===== src/rtl/midi_note_parser.sv =====
// MIDI note-on/note-off parser for a single channel, with running status.
// It drives the held note number, velocity and gate to the note2dds stage.
module midi_note_parser #(
    parameter int unsigned CHANNEL      = 0,
    parameter logic [7:0]  DEFAULT_NOTE = 8'd69
) (
    input  logic       i_clk,
    input  logic       i_rst_n,
    input  logic [7:0] i_rx_byte,
    input  logic       i_rx_valid,
    output logic [7:0] o_note,
    output logic [6:0] o_velocity,
    output logic       o_gate,
    output logic       o_note_stb,
    output logic       o_err
);

    localparam logic [3:0] LP_CHANNEL    = CHANNEL[3:0];
    localparam logic [7:0] LP_RESET_NOTE = {1'b0, DEFAULT_NOTE[6:0]};

    typedef enum logic [1:0] {
        IDLE,
        WAIT_KEY,
        WAIT_VEL
    } state_t;

    state_t     r_state, w_state_next;
    logic       r_is_on, w_is_on_next;
    logic [6:0] r_key, w_key_next;
    logic [7:0] r_note, w_note_next;
    logic [6:0] r_vel, w_vel_next;
    logic       r_gate, w_gate_next;
    logic       r_stb, w_stb_next;
    logic       r_err, w_err_next;

    logic w_is_status;
    logic w_is_realtime;
    logic w_is_ours;

    assign w_is_status   = i_rx_byte[7];
    assign w_is_realtime = (i_rx_byte[7:3] == 5'b11111);
    // 0x8n and 0x9n share the top three bits; bit 4 selects note-on.
    assign w_is_ours     = (i_rx_byte[7:5] == 3'b100) && (i_rx_byte[3:0] == LP_CHANNEL);

    always_ff @(posedge i_clk or negedge i_rst_n) begin
        if (!i_rst_n) begin
            r_state <= IDLE;
            r_is_on <= 1'b0;
            r_key   <= 7'd0;
        end else begin
            r_state <= w_state_next;
            r_is_on <= w_is_on_next;
            r_key   <= w_key_next;
        end
    end

    always_ff @(posedge i_clk or negedge i_rst_n) begin
        if (!i_rst_n) begin
            r_note <= LP_RESET_NOTE;
            r_vel  <= 7'd0;
            r_gate <= 1'b0;
            r_stb  <= 1'b0;
            r_err  <= 1'b0;
        end else begin
            r_note <= w_note_next;
            r_vel  <= w_vel_next;
            r_gate <= w_gate_next;
            r_stb  <= w_stb_next;
            r_err  <= w_err_next;
        end
    end

    // Real-time bytes are transparent; everything else is decoded here.
    always_comb begin
        w_state_next = r_state;
        w_is_on_next = r_is_on;
        w_key_next   = r_key;
        w_note_next  = r_note;
        w_vel_next   = r_vel;
        w_gate_next  = r_gate;
        w_stb_next   = 1'b0;
        w_err_next   = 1'b0;
        if (i_rx_valid && !w_is_realtime) begin
            if (w_is_status) begin
                w_err_next = (r_state == WAIT_VEL);
                if (w_is_ours) begin
                    w_state_next = WAIT_KEY;
                    w_is_on_next = i_rx_byte[4];
                end else begin
                    w_state_next = IDLE;
                    w_is_on_next = 1'b0;
                end
            end else begin
                case (r_state)
                    WAIT_KEY: begin
                        w_key_next   = i_rx_byte[6:0];
                        w_state_next = WAIT_VEL;
                    end
                    WAIT_VEL: begin
                        w_state_next = WAIT_KEY;
                        if (r_is_on && (i_rx_byte[6:0] != 7'd0)) begin
                            w_note_next = {1'b0, r_key};
                            w_vel_next  = i_rx_byte[6:0];
                            w_gate_next = 1'b1;
                            w_stb_next  = 1'b1;
                        end else if (r_gate && (r_note == {1'b0, r_key})) begin
                            w_gate_next = 1'b0;
                            w_stb_next  = 1'b1;
                        end
                    end
                    default: begin
                    end
                endcase
            end
        end
    end

    assign o_note     = r_note;
    assign o_velocity = r_vel;
    assign o_gate     = r_gate;
    assign o_note_stb = r_stb;
    assign o_err      = r_err;

endmodule


===== config.mk =====
export PLATFORM = sky130hd
export DESIGN_NAME = midi_note_parser
export DESIGN_NICKNAME = d
export VERILOG_FILES = /design/src/rtl/midi_note_parser.sv
export SDC_FILE = /design/constraint.sdc
export NUM_CORES = 1
export LEC_CHECK = 0
export ABC_CLOCK_PERIOD_IN_PS = 1300
export CAP_MARGIN = 10
export CORE_MARGIN = 2
export CORE_UTILIZATION = 43
export CTS_CLUSTER_SIZE = 28
export DETAILED_ROUTE_END_ITERATION = 16
export PLACE_DENSITY_LB_ADDON = 0.12
export SYNTH_ARGS = -nofsm -noshare
export SYNTH_HDL_FRONTEND = slang
export SYNTH_SLANG_ARGS = --single-unit

===== constraint.sdc =====
create_clock -name i_clk -period 1.3 [get_ports i_clk]
set_input_delay 0.26 -clock i_clk [delete_from_list [all_inputs] [get_ports i_clk]]
set_output_delay 0.26 -clock i_clk [all_outputs]
set_load 0.01 [all_outputs]

==> results of run 1 <==
[what timing repair did]
| action | in CTS | in global routing |
|---|---|---|
| endpoints found under the setup margin | 40 | 37 |
| hold buffers | 0 | 0 |
| setup buffers | 11 | 3 |
| gates resized for setup | 63 | 18 |
| pin swaps | 7 | 3 |
[cells by family (layout without fill, tap and decap cells)]
kind of cell / Yosys count / in the layout
flip-flops: 27 / 27
multiplexers: 22 / 22
AND/OR/NAND/NOR: 19 / 19
AO/OA/AOI/OAI: 7 / 7
XOR/XNOR: 7 / 7
buffers and inverters: 4 / 65
other: 1 / 1
[cell usage in the layout (no fill, tap or decap), drive strengths merged]
cell type	netlist	routed
mux2i	1	1
a21bo	1	1
o21ai	4	4
nor4bb	1	1
buf	3	38
nand2	6	6
clkinvlp	0	1
nand3b	1	1
xor2	6	6
xnor2	1	1
clkdlybuf4s50	0	2
dfrtp	24	24
nor4	1	1
o211ai	2	2
and3	1	1
conb	1	1
dlygate4sd2	0	10
nand3	2	2
clkdlybuf4s15	0	9
nor2	4	4
mux2	21	21
clkbuf	0	4
and4bb	1	1
inv	1	1
nor3b	1	1
dfstp	3	3
nand4	1	1
[power by group through the flow]
stage | sequential, mW | combinational [mW] | clock, mW
finish | 0.878 | 0.177 | 0.361
global route | 0.882 | 0.198 | 0.411
global placement | 0.888 | 0.153 | 0
CTS | 0.875 | 0.169 | 0.378
floorplan | 0.888 | 0.0492 | 0
detailed placement | 0.889 | 0.156 | 0
[through the flow]
step / cell area (sq um) / power (mW) / utilization [%]
3_3_place_gp: 1670 / 1.04 / 61.1
3_5_place_dp: 1670 / 1.04 / 61.1
5_1_grt: 1890 / 1.49 / 69.0
6_report: 1890 / 1.42 / 69.0
2_1_floorplan: 1220 / 0.937 / -
4_1_cts: 1820 / 1.42 / 66.6
[final cells by class]
| cell class | count | area, sq um |
|---|---|---|
| clock buffers | 3 | 22.5 |
| inverters | 1 | 3.75 |
| multi-input cells | 56 | 592 |
| well taps | 31 | 38.8 |
| flip-flops and latches | 27 | 679 |
| clock inverters | 1 | 7.51 |
| repair buffers | 60 | 543 |
| fillers | 204 | 847 |
[registers in the layout, indices dropped and copies added, names as in the netlist]
signal / flops
o_note: 7
o_velocity: 7
r_key: 7
r_state: 2
o_err: 1
o_gate: 1
o_note_stb: 1
r_is_on: 1
[worst min-delay path by stage]
stage | slack, ns | cells past startpoint | from | endpoint
floorplan | -0.04 | 0 | i_rst_n | o_err
global placement | 0.49 | 1 | o_velocity[5] | o_velocity[5]
detailed placement | 0.50 | 1 | o_velocity[6] | o_velocity[6]
CTS | 0.26 | 2 | i_rst_n | r_key[1]
global route | 0.27 | 2 | i_rst_n | r_key[1]
finish | 0.26 | 2 | i_rst_n | r_key[1]
[metal layers]
metal / global-route usage (%) / up-vias / wire length, microns
li1: - / 424 / -
met1: 23.6 / 414 / 1140
met2: 30.5 / 20 / 1300
met3: 5.67 / 2 / 110
met4: 3.99 / 0 / 16
met5: 0 / - / 0
==> results.md, run 1 <==
- Max Freq: 0.699 GHz
- Final setup TNS: -1.46 ns
- Power share of the clock group: between 20% and 30%
- Row cnt: 19
- Cell count along the critical path: 4
- FFs w/ async S/R, synth: 100%
- # Max-Cap Violations: 0
- Max-slew violations: 0
- RSZ-0062 raised after global routing: true
- Top FF cell, synth: dfrtp_1
- Clock slew at reported path FFs: 0.15 ns
- Ranking of synthesized cells by area: dfrtp_1, mux2_2, mux2_4
- Placed cells: 163
- Non-filler cells in the finished layout: 179
- Die Y: 57.2 microns
- Initial detailed-routing violation count: 11
- RR Startpoint: o_note[6]
- Critical path startpoint: o_note[6]
- Total track usage: 18.3%
- VDD IR max: roughly 0.94 mV
- Reg-to-Reg End: o_gate
- Post-synthesis mux area share: approximately 23%
- Delay-heaviest family, CP: flip-flops
- Sw frac: between 20% and 30%
- Worst Reg2Reg Path Length in Cells: 4
- Logic pwr share: 12.5%
- WL per Instance: 14.3 microns
- Synth Area in Adders: 0%
- PD cells: ~750 nW/um^2
- PortBufs: 27
- Slowest stage delay, CP: 0.57 ns
- Drt first pass iters: 3
- First-pass GRT wire length: around 4500 microns
- Die X-Extent: 57.2 microns
- Hold Slack: approximately 0.26 ns
- Seq/Total Area, Yosys: 55.7%
- Peak fanout along the critical path: 3
- Final period util: 110%
- Worst setup margin: -0.130 ns
- CP Cell Sequence: xor2_1 -> nor4_4 -> nand4_1 -> a21bo_2
- Internal power: 1.08 mW
- Nets@finish: 160
- Run status: finished with violations
- Leak pwr: 0.986 nW
- Post-synth EDFFs: 0
- HPWL after DPL: 1810 microns
- Root Buffer: clkbuf_4
- Setup crit start kind: register
- I/O pin count: 29
- XOR/XNOR Fraction of Synth Area: 5.03%
- Clk_skew: ~0.011 ns
- Synth top area share: 49.3%
- R2r setup slk: -0.13 ns
- Final hold violation count: 0
- Complex-gate fraction of the synthesized area: between 4 and 5%
- Area grow syn2layout: 54.8%
- Worst EP required: 1.53 ns
- HP Class: primary input to async pin
- Grt ovf: 0
- Layout cells sized above 1: 52.0%
- Vias in the first global route: between 900 and 1000
- Pre-CTS setup slack: -0.606 ns
- DR vias/cell: between 4 and 5
- CP Buf/Inv Count: 0
- Setup Crit Path Kind: register to register
- Wirelength, routed: 2560 microns
- Clock Tree Buf Depth: 2
- Failing checks: negative setup slack
- Switching power: 0.336 mW
- Yosys top cell by area: dfrtp_1
- Mapped Nets: 98
- Total of warnings raised by yosys: 0
- Crit end category: register
- Skew-Pair Late Insertion Delay: 0.33 ns
- CTS sink count: 27
- CTS tree: yes
- Via count: 860
- Gpl congestion: 0.715
- Syn Area/Cell: around 14 sq um
- Final setup vio count: 24
- Endpoint of the most critical setup path: o_gate
- Number of CTS-inserted buffers: 3
- Most common cell in the netlist: dfrtp_1
- Synthesized instance count: 87
- Mapped Area: 1220 sq um
- Pin count of the biggest net entering global routing: 28
- Yosys reg bits: 27
- Die area: roughly 3300 sq um
- H-tree depth: 1
- Initial Util: 44.6%
- N_diodes: 0
- DRT antenna net count: 0
- Largest family of logic cells by synthesized area: multiplexers
- Core Region: between 2000 and 3000 sq um
- Post-synthesis simple-gate area fraction: roughly 8.8%
- Fin crit period: around 1.4 ns
- CP max stage cell: dfstp_2
- Sequential Power Share: 62.0%
- Top post-synthesis cells by count: dfrtp_1, mux2_2, mux2_4, nand2_1, xor2_1
- Synth unique cells: 26
- Worst Path Arrival: between 1.5 and 2 ns
- Remaining DRCs: 0
- Antenna violations before repair: 0
(Power assumes the default switching activity.)
==> inputs of run 2 (changes only) <==
--- a/config.mk
+++ b/config.mk
@@ -11,7 +11,8 @@
 export CORE_UTILIZATION = 43
 export CTS_CLUSTER_SIZE = 28
 export DETAILED_ROUTE_END_ITERATION = 16
-export PLACE_DENSITY_LB_ADDON = 0.12
+export PLACE_DENSITY = 0.72
+export SLEW_MARGIN = 10
 export SYNTH_ARGS = -nofsm -noshare
 export SYNTH_HDL_FRONTEND = slang
 export SYNTH_SLANG_ARGS = --single-unit
==> run 2 against run 1 <==
Effect of this change: the run still ends with negative setup slack left; maximum frequency is 4.9% lower; worst setup slack worse by 0.074 ns; die area stayed put; critical path type unchanged; largest cell class unchanged.
==> results.md, run 2 (synthesis gave the netlist of run 1 again) <==
- Run status: finished with violations
- Failing checks: negative setup slack
- Most frequent cells in the layout: dfrtp_1, buf_4, mux2_2
- Area grow syn2layout: 49.1%
- Remaining DRCs: 0
- Final setup vio count: 24
- PortBufs: 27
- CP Buf/Inv Count: 2
- Delay-heaviest family, CP: flip-flops
- Via count: 875
- Initial detailed-routing violation count: 20
- Skew-Pair Late Insertion Delay: approximately 0.32 ns
- RR Startpoint: r_state[0]
- Leak pwr: 0.961 nW
- Worst EP required: 1.52 ns
- H-tree depth: 1
- HP Class: primary input to async pin
- Reg-to-Reg End: o_note[5]
- N_diodes: 0
- Root Buffer: clkbuf_4
- Worst setup margin: -0.204 ns
- First-pass GRT wire length: around 4400 microns
- Setup Crit Path Kind: register to register
- Row cnt: 19
- CP most frequent cell: buf_12
- CP max stage cell: dfrtp_1
- Die Y: roughly 57 microns
- Clock slew at reported path FFs: 0.14 ns
- Worst Path Arrival: 1.72 ns
- Fin area: 1820 sq um
- Cell count along the critical path: 5
- CTS tree: yes
- I/O pin count: 29
- Crit end category: register
- Core Util, Final: 66.5%
- CTS sink count: 27
- Gpl congestion: 0.768
- Total track usage: 17.7%
- DR vias/cell: 4.97
- WL per Instance: 15.4 microns
- Clk_skew: 0.00327 ns
- Placed Instance Area: 1670 sq um
- Number of CTS-inserted buffers: 3
- Antenna violations before repair: 0
- Layout cells sized above 1: 49.0%
- CP Cell Sequence: and4bb_4 -> o211ai_4 -> buf_12 -> buf_12 -> mux2_4
- Core Region: between 2000 and 3000 sq um
- Setup crit start kind: register
- Worst Reg2Reg Path Length in Cells: 5
- Die X-Extent: 57.2 microns
- Wirelength, routed: about 2700 microns
- Slowest stage delay, CP: between 0.4 and 0.5 ns
- Pin count of the biggest net entering global routing: 28
- HPWL after DPL: between 1500 and 2000 microns
- Hold Slack: 0.276 ns
- PD cells: 760 nW/um^2
- DRT antenna net count: 0
- Final hold violation count: 0
- Peak fanout along the critical path: 5
- Drt first pass iters: 4
- RSZ-0062 raised after global routing: true
- Die area: 3280 sq um
- Max-slew violations: 0
- Final setup TNS: -3.14 ns
- # Max-Cap Violations: 0
- Fin crit period: 1.50 ns
- Nets@finish: 157
- Grt ovf: 0
- Initial Util: approximately 45%
- Clock Tree Buf Depth: 2
- Final period util: 116%
- Vias in the first global route: approximately 930
- Total power: 1.38 mW
- VDD IR max: 0.673 mV
- R2r setup slk: -0.20 ns
- Max Freq: 0.665 GHz
==> run 2: how the worst max path moves through the flow <==
stage | start | endpoint | slack, ns
2_1_floorplan | r_state[0] | o_note[4] | -0.09
3_3_place_gp | i_rx_byte[1] | o_velocity[5] | -0.57
3_5_place_dp | i_rx_byte[0] | o_velocity[4] | -0.63
4_1_cts | r_state[0] | o_note[5] | -0.20
5_1_grt | r_state[0] | o_note[5] | -0.24
6_report | r_state[0] | o_note[5] | -0.20
==> run 2: metal layers <==
metal	GRT usage (%)	wire, microns
met1	22.5	1200
met2	30.2	1400
met3	2.49	88
met4	7.31	24
met5	0	0
==> run 2: what timing repair did <==
item	4_1_cts	5_1_grt
hold buffers	0	0
setup buffers	8	4
gates cloned	1	0
resized for setup	50	14
endpoints found under the hold margin	0	0
pin swaps	7	1
setup endpoints to repair	40	36
==> run 2: worst reg2reg max path, delay by kind of cell, from the launching register on <==
family | cells | cell delay, ns
AO/OA/AOI/OAI | 1 | 0.09
buffers and inverters | 2 | 0.28
flip-flops | 1 | 0.41
multiplexers | 1 | 0.29
AND/OR/NAND/NOR | 1 | 0.34
==> run 2: metrics by stage <==
stage,cells,worst slack [ns]
floorplan,87,-0.0855
global placement,161,-0.574
detailed placement,161,-0.627
CTS,174,-0.195
global route,176,-0.240
finish,176,-0.204
==> run 2: area by class of cell <==
class                           instances  area (sq um)
Clock buffer                            4          26.3
Tap cell                               31          38.8
Timing Repair Buffer                   57           536
Sequential cell                        27           679
Fill cell                             212           917
Inverter                                1          3.75
Multi-Input combinational cell         56           533
==> run 2: where the power goes <==
| part | switching, mW | total [mW] | internal (mW) |
|---|---|---|---|
| logic | 0.0701 | 0.151 | 0.0809 |
| registers | 0.0154 | 0.874 | 0.859 |
| clock network | 0.236 | 0.356 | 0.120 |
==> inputs of run 3 (changes only) <==
--- a/config.mk
+++ b/config.mk
@@ -12,6 +12,7 @@
 export CTS_CLUSTER_SIZE = 28
 export DETAILED_ROUTE_END_ITERATION = 16
 export PLACE_DENSITY = 0.72
+export SKIP_LAST_GASP = 1
 export SLEW_MARGIN = 10
 export SYNTH_ARGS = -nofsm -noshare
 export SYNTH_HDL_FRONTEND = slang
==> run 3 against run 2 <==
Effect of this change: the run still ends with negative setup slack left; combinational power barely moved; first-iteration DRC count grew 55%; utilization unchanged; routed wire length grew 0.41%.
==> results.md, run 3 (synthesis gave the netlist of run 1 again) <==
- Core Region: 2730 sq um
- Switching power: 0.322 mW
- Fin crit period: roughly 1.5 ns
- Hold Slack: 0.276 ns
- Final setup TNS: -3.17 ns
- Wirelength, routed: 2720 microns
- Power share of the clock group: 25.8%
- Setup Crit Path Kind: register to register
- DRT antenna net count: 0
- CTS sink count: 27
- Via count: ~890
- Placed Instance Area: 1670 sq um
- Die area: roughly 3300 sq um
- Remaining DRCs: 0
- HP Class: primary input to async pin
- Final period util: 116%
- Pin count of the biggest net entering global routing: 28
- Area grow syn2layout: 49.1%
- DR vias/cell: 5.07
- Run status: finished with violations
- Final setup vio count: 24
- Logic pwr share: 10.9%
- Initial Util: 44.6%
- Sw frac: 23.3%
- Number of CTS-inserted buffers: 3
- Worst setup margin: -0.203 ns
- VDD IR max: about 0.67 mV
- # Max-Cap Violations: 0
- Gpl congestion: 0.768
- HPWL after DPL: approximately 1900 microns
- Internal power: 1.06 mW
- Nets@finish: 157
- Crit end category: register
- Row cnt: 19
- Final hold violation count: 0
- Antenna violations before repair: 0
- Peak fanout along the critical path: 5
- WL per Instance: 15.5 microns
- Clk_skew: roughly 0.0033 ns
- Drt first pass iters: 4
- Leak pwr: 0.962 nW
- Sequential Power Share: 63.3%
- Failing checks: negative setup slack
- RSZ-0062 raised after global routing: true
- N_diodes: 0
- Layout cells sized above 1: 49.0%
- Hold-fix buffers at CTS: 0
- Root Buffer: clkbuf_4
- PortBufs: 27
- Clock slew at reported path FFs: 0.14 ns
- Setup crit start kind: register
- Fin area: 1820 sq um
- Worst EP required: 1.52 ns
- Initial detailed-routing violation count: 31
- Skew-Pair Late Insertion Delay: 0.32 ns
- Most frequent cells in the layout: dfrtp_1, buf_4, mux2_2
- CTS tree: yes
- Worst Path Arrival: about 1.7 ns
- Die X-Extent: 57.2 microns
- Max Freq: 0.665 GHz
- Pre-CTS setup slack: -0.627 ns
- Vias in the first global route: between 900 and 1000
- I/O pin count: 29
- First-pass GRT wire length: 4360 microns
- Clock Tree Buf Depth: 2
- Die Y: 57.2 microns
- PD cells: 760 nW/um^2
- Core Util, Final: 66.5%
- H-tree depth: 1
- Total track usage: between 10% and 20%
- Grt ovf: 0
- Max-slew violations: 0
run 3: cell counts in the layout (fill, tap and decap cells not counted):
Identical to the previous run, type by type.
run 3: timing repair:
| action | in CTS | in global routing |
|---|---|---|
| setup endpoints to repair | 40 | 36 |
| resized for setup | 46 | 18 |
| pin swaps | 7 | 0 |
| buffers inserted | 8 | 4 |
| gates cloned | 1 | 0 |
run 3: power by group through the flow:
stage          sequential (mW)  combinational [mW]  clock [mW]
2_1_floorplan            0.888              0.0492           0
5_1_grt                  0.877               0.166       0.415
3_3_place_gp             0.888               0.147           0
4_1_cts                  0.874               0.147       0.369
3_5_place_dp             0.890               0.149           0
6_report                 0.874               0.151       0.356
run 3: stage by stage:
step | total power [mW] | cells
after floorplan | 0.937 | 87
after global placement | 1.04 | 161
after detailed placement | 1.04 | 161
after CTS | 1.39 | 174
after global routing | 1.46 | 176
final | 1.38 | 176
run 3: cell type report:
| class | instances | area [sq um] |
|---|---|---|
| Sequential cell | 27 | 679 |
| Timing Repair Buffer | 57 | 536 |
| Fill cell | 212 | 917 |
| Tap cell | 31 | 38.8 |
| Inverter | 1 | 3.75 |
| Multi-Input combinational cell | 56 | 533 |
| Clock buffer | 4 | 26.3 |
run 3: worst paths after layout:
check                               from       endpoint  slack [ns]  cells after the start
setup / recovery              r_state[0]  o_velocity[0]       -0.20                      5
hold / removal                   i_rst_n         o_gate        0.28                      2
setup reg to reg              r_state[0]  o_velocity[0]       -0.20                      5
hold reg to reg            o_velocity[5]  o_velocity[5]        0.52                      1
max in group asynchronous        i_rst_n      o_note[0]        0.80                      2
min in group i_clk          i_rx_byte[0]  o_velocity[0]        0.37                      2
run 3: worst max-delay path: stages, from the launching register on:
cell and delay (ns):
dfrtp_1 0.41, and4bb_4 0.33, o211ai_4 0.09, buf_12 0.15
buf_12 0.13, mux2_4 0.29
run 3: routing by layer:
layer | wire [microns] | vias up | GRT usage (%)
met1 | 1200 | 446 | 22.3
li1 | - | 420 | -
met5 | 0 | - | 0
met4 | 24 | 0 | 7.31
met2 | 1400 | 25 | 30.2
met3 | 96 | 2 | 2.49
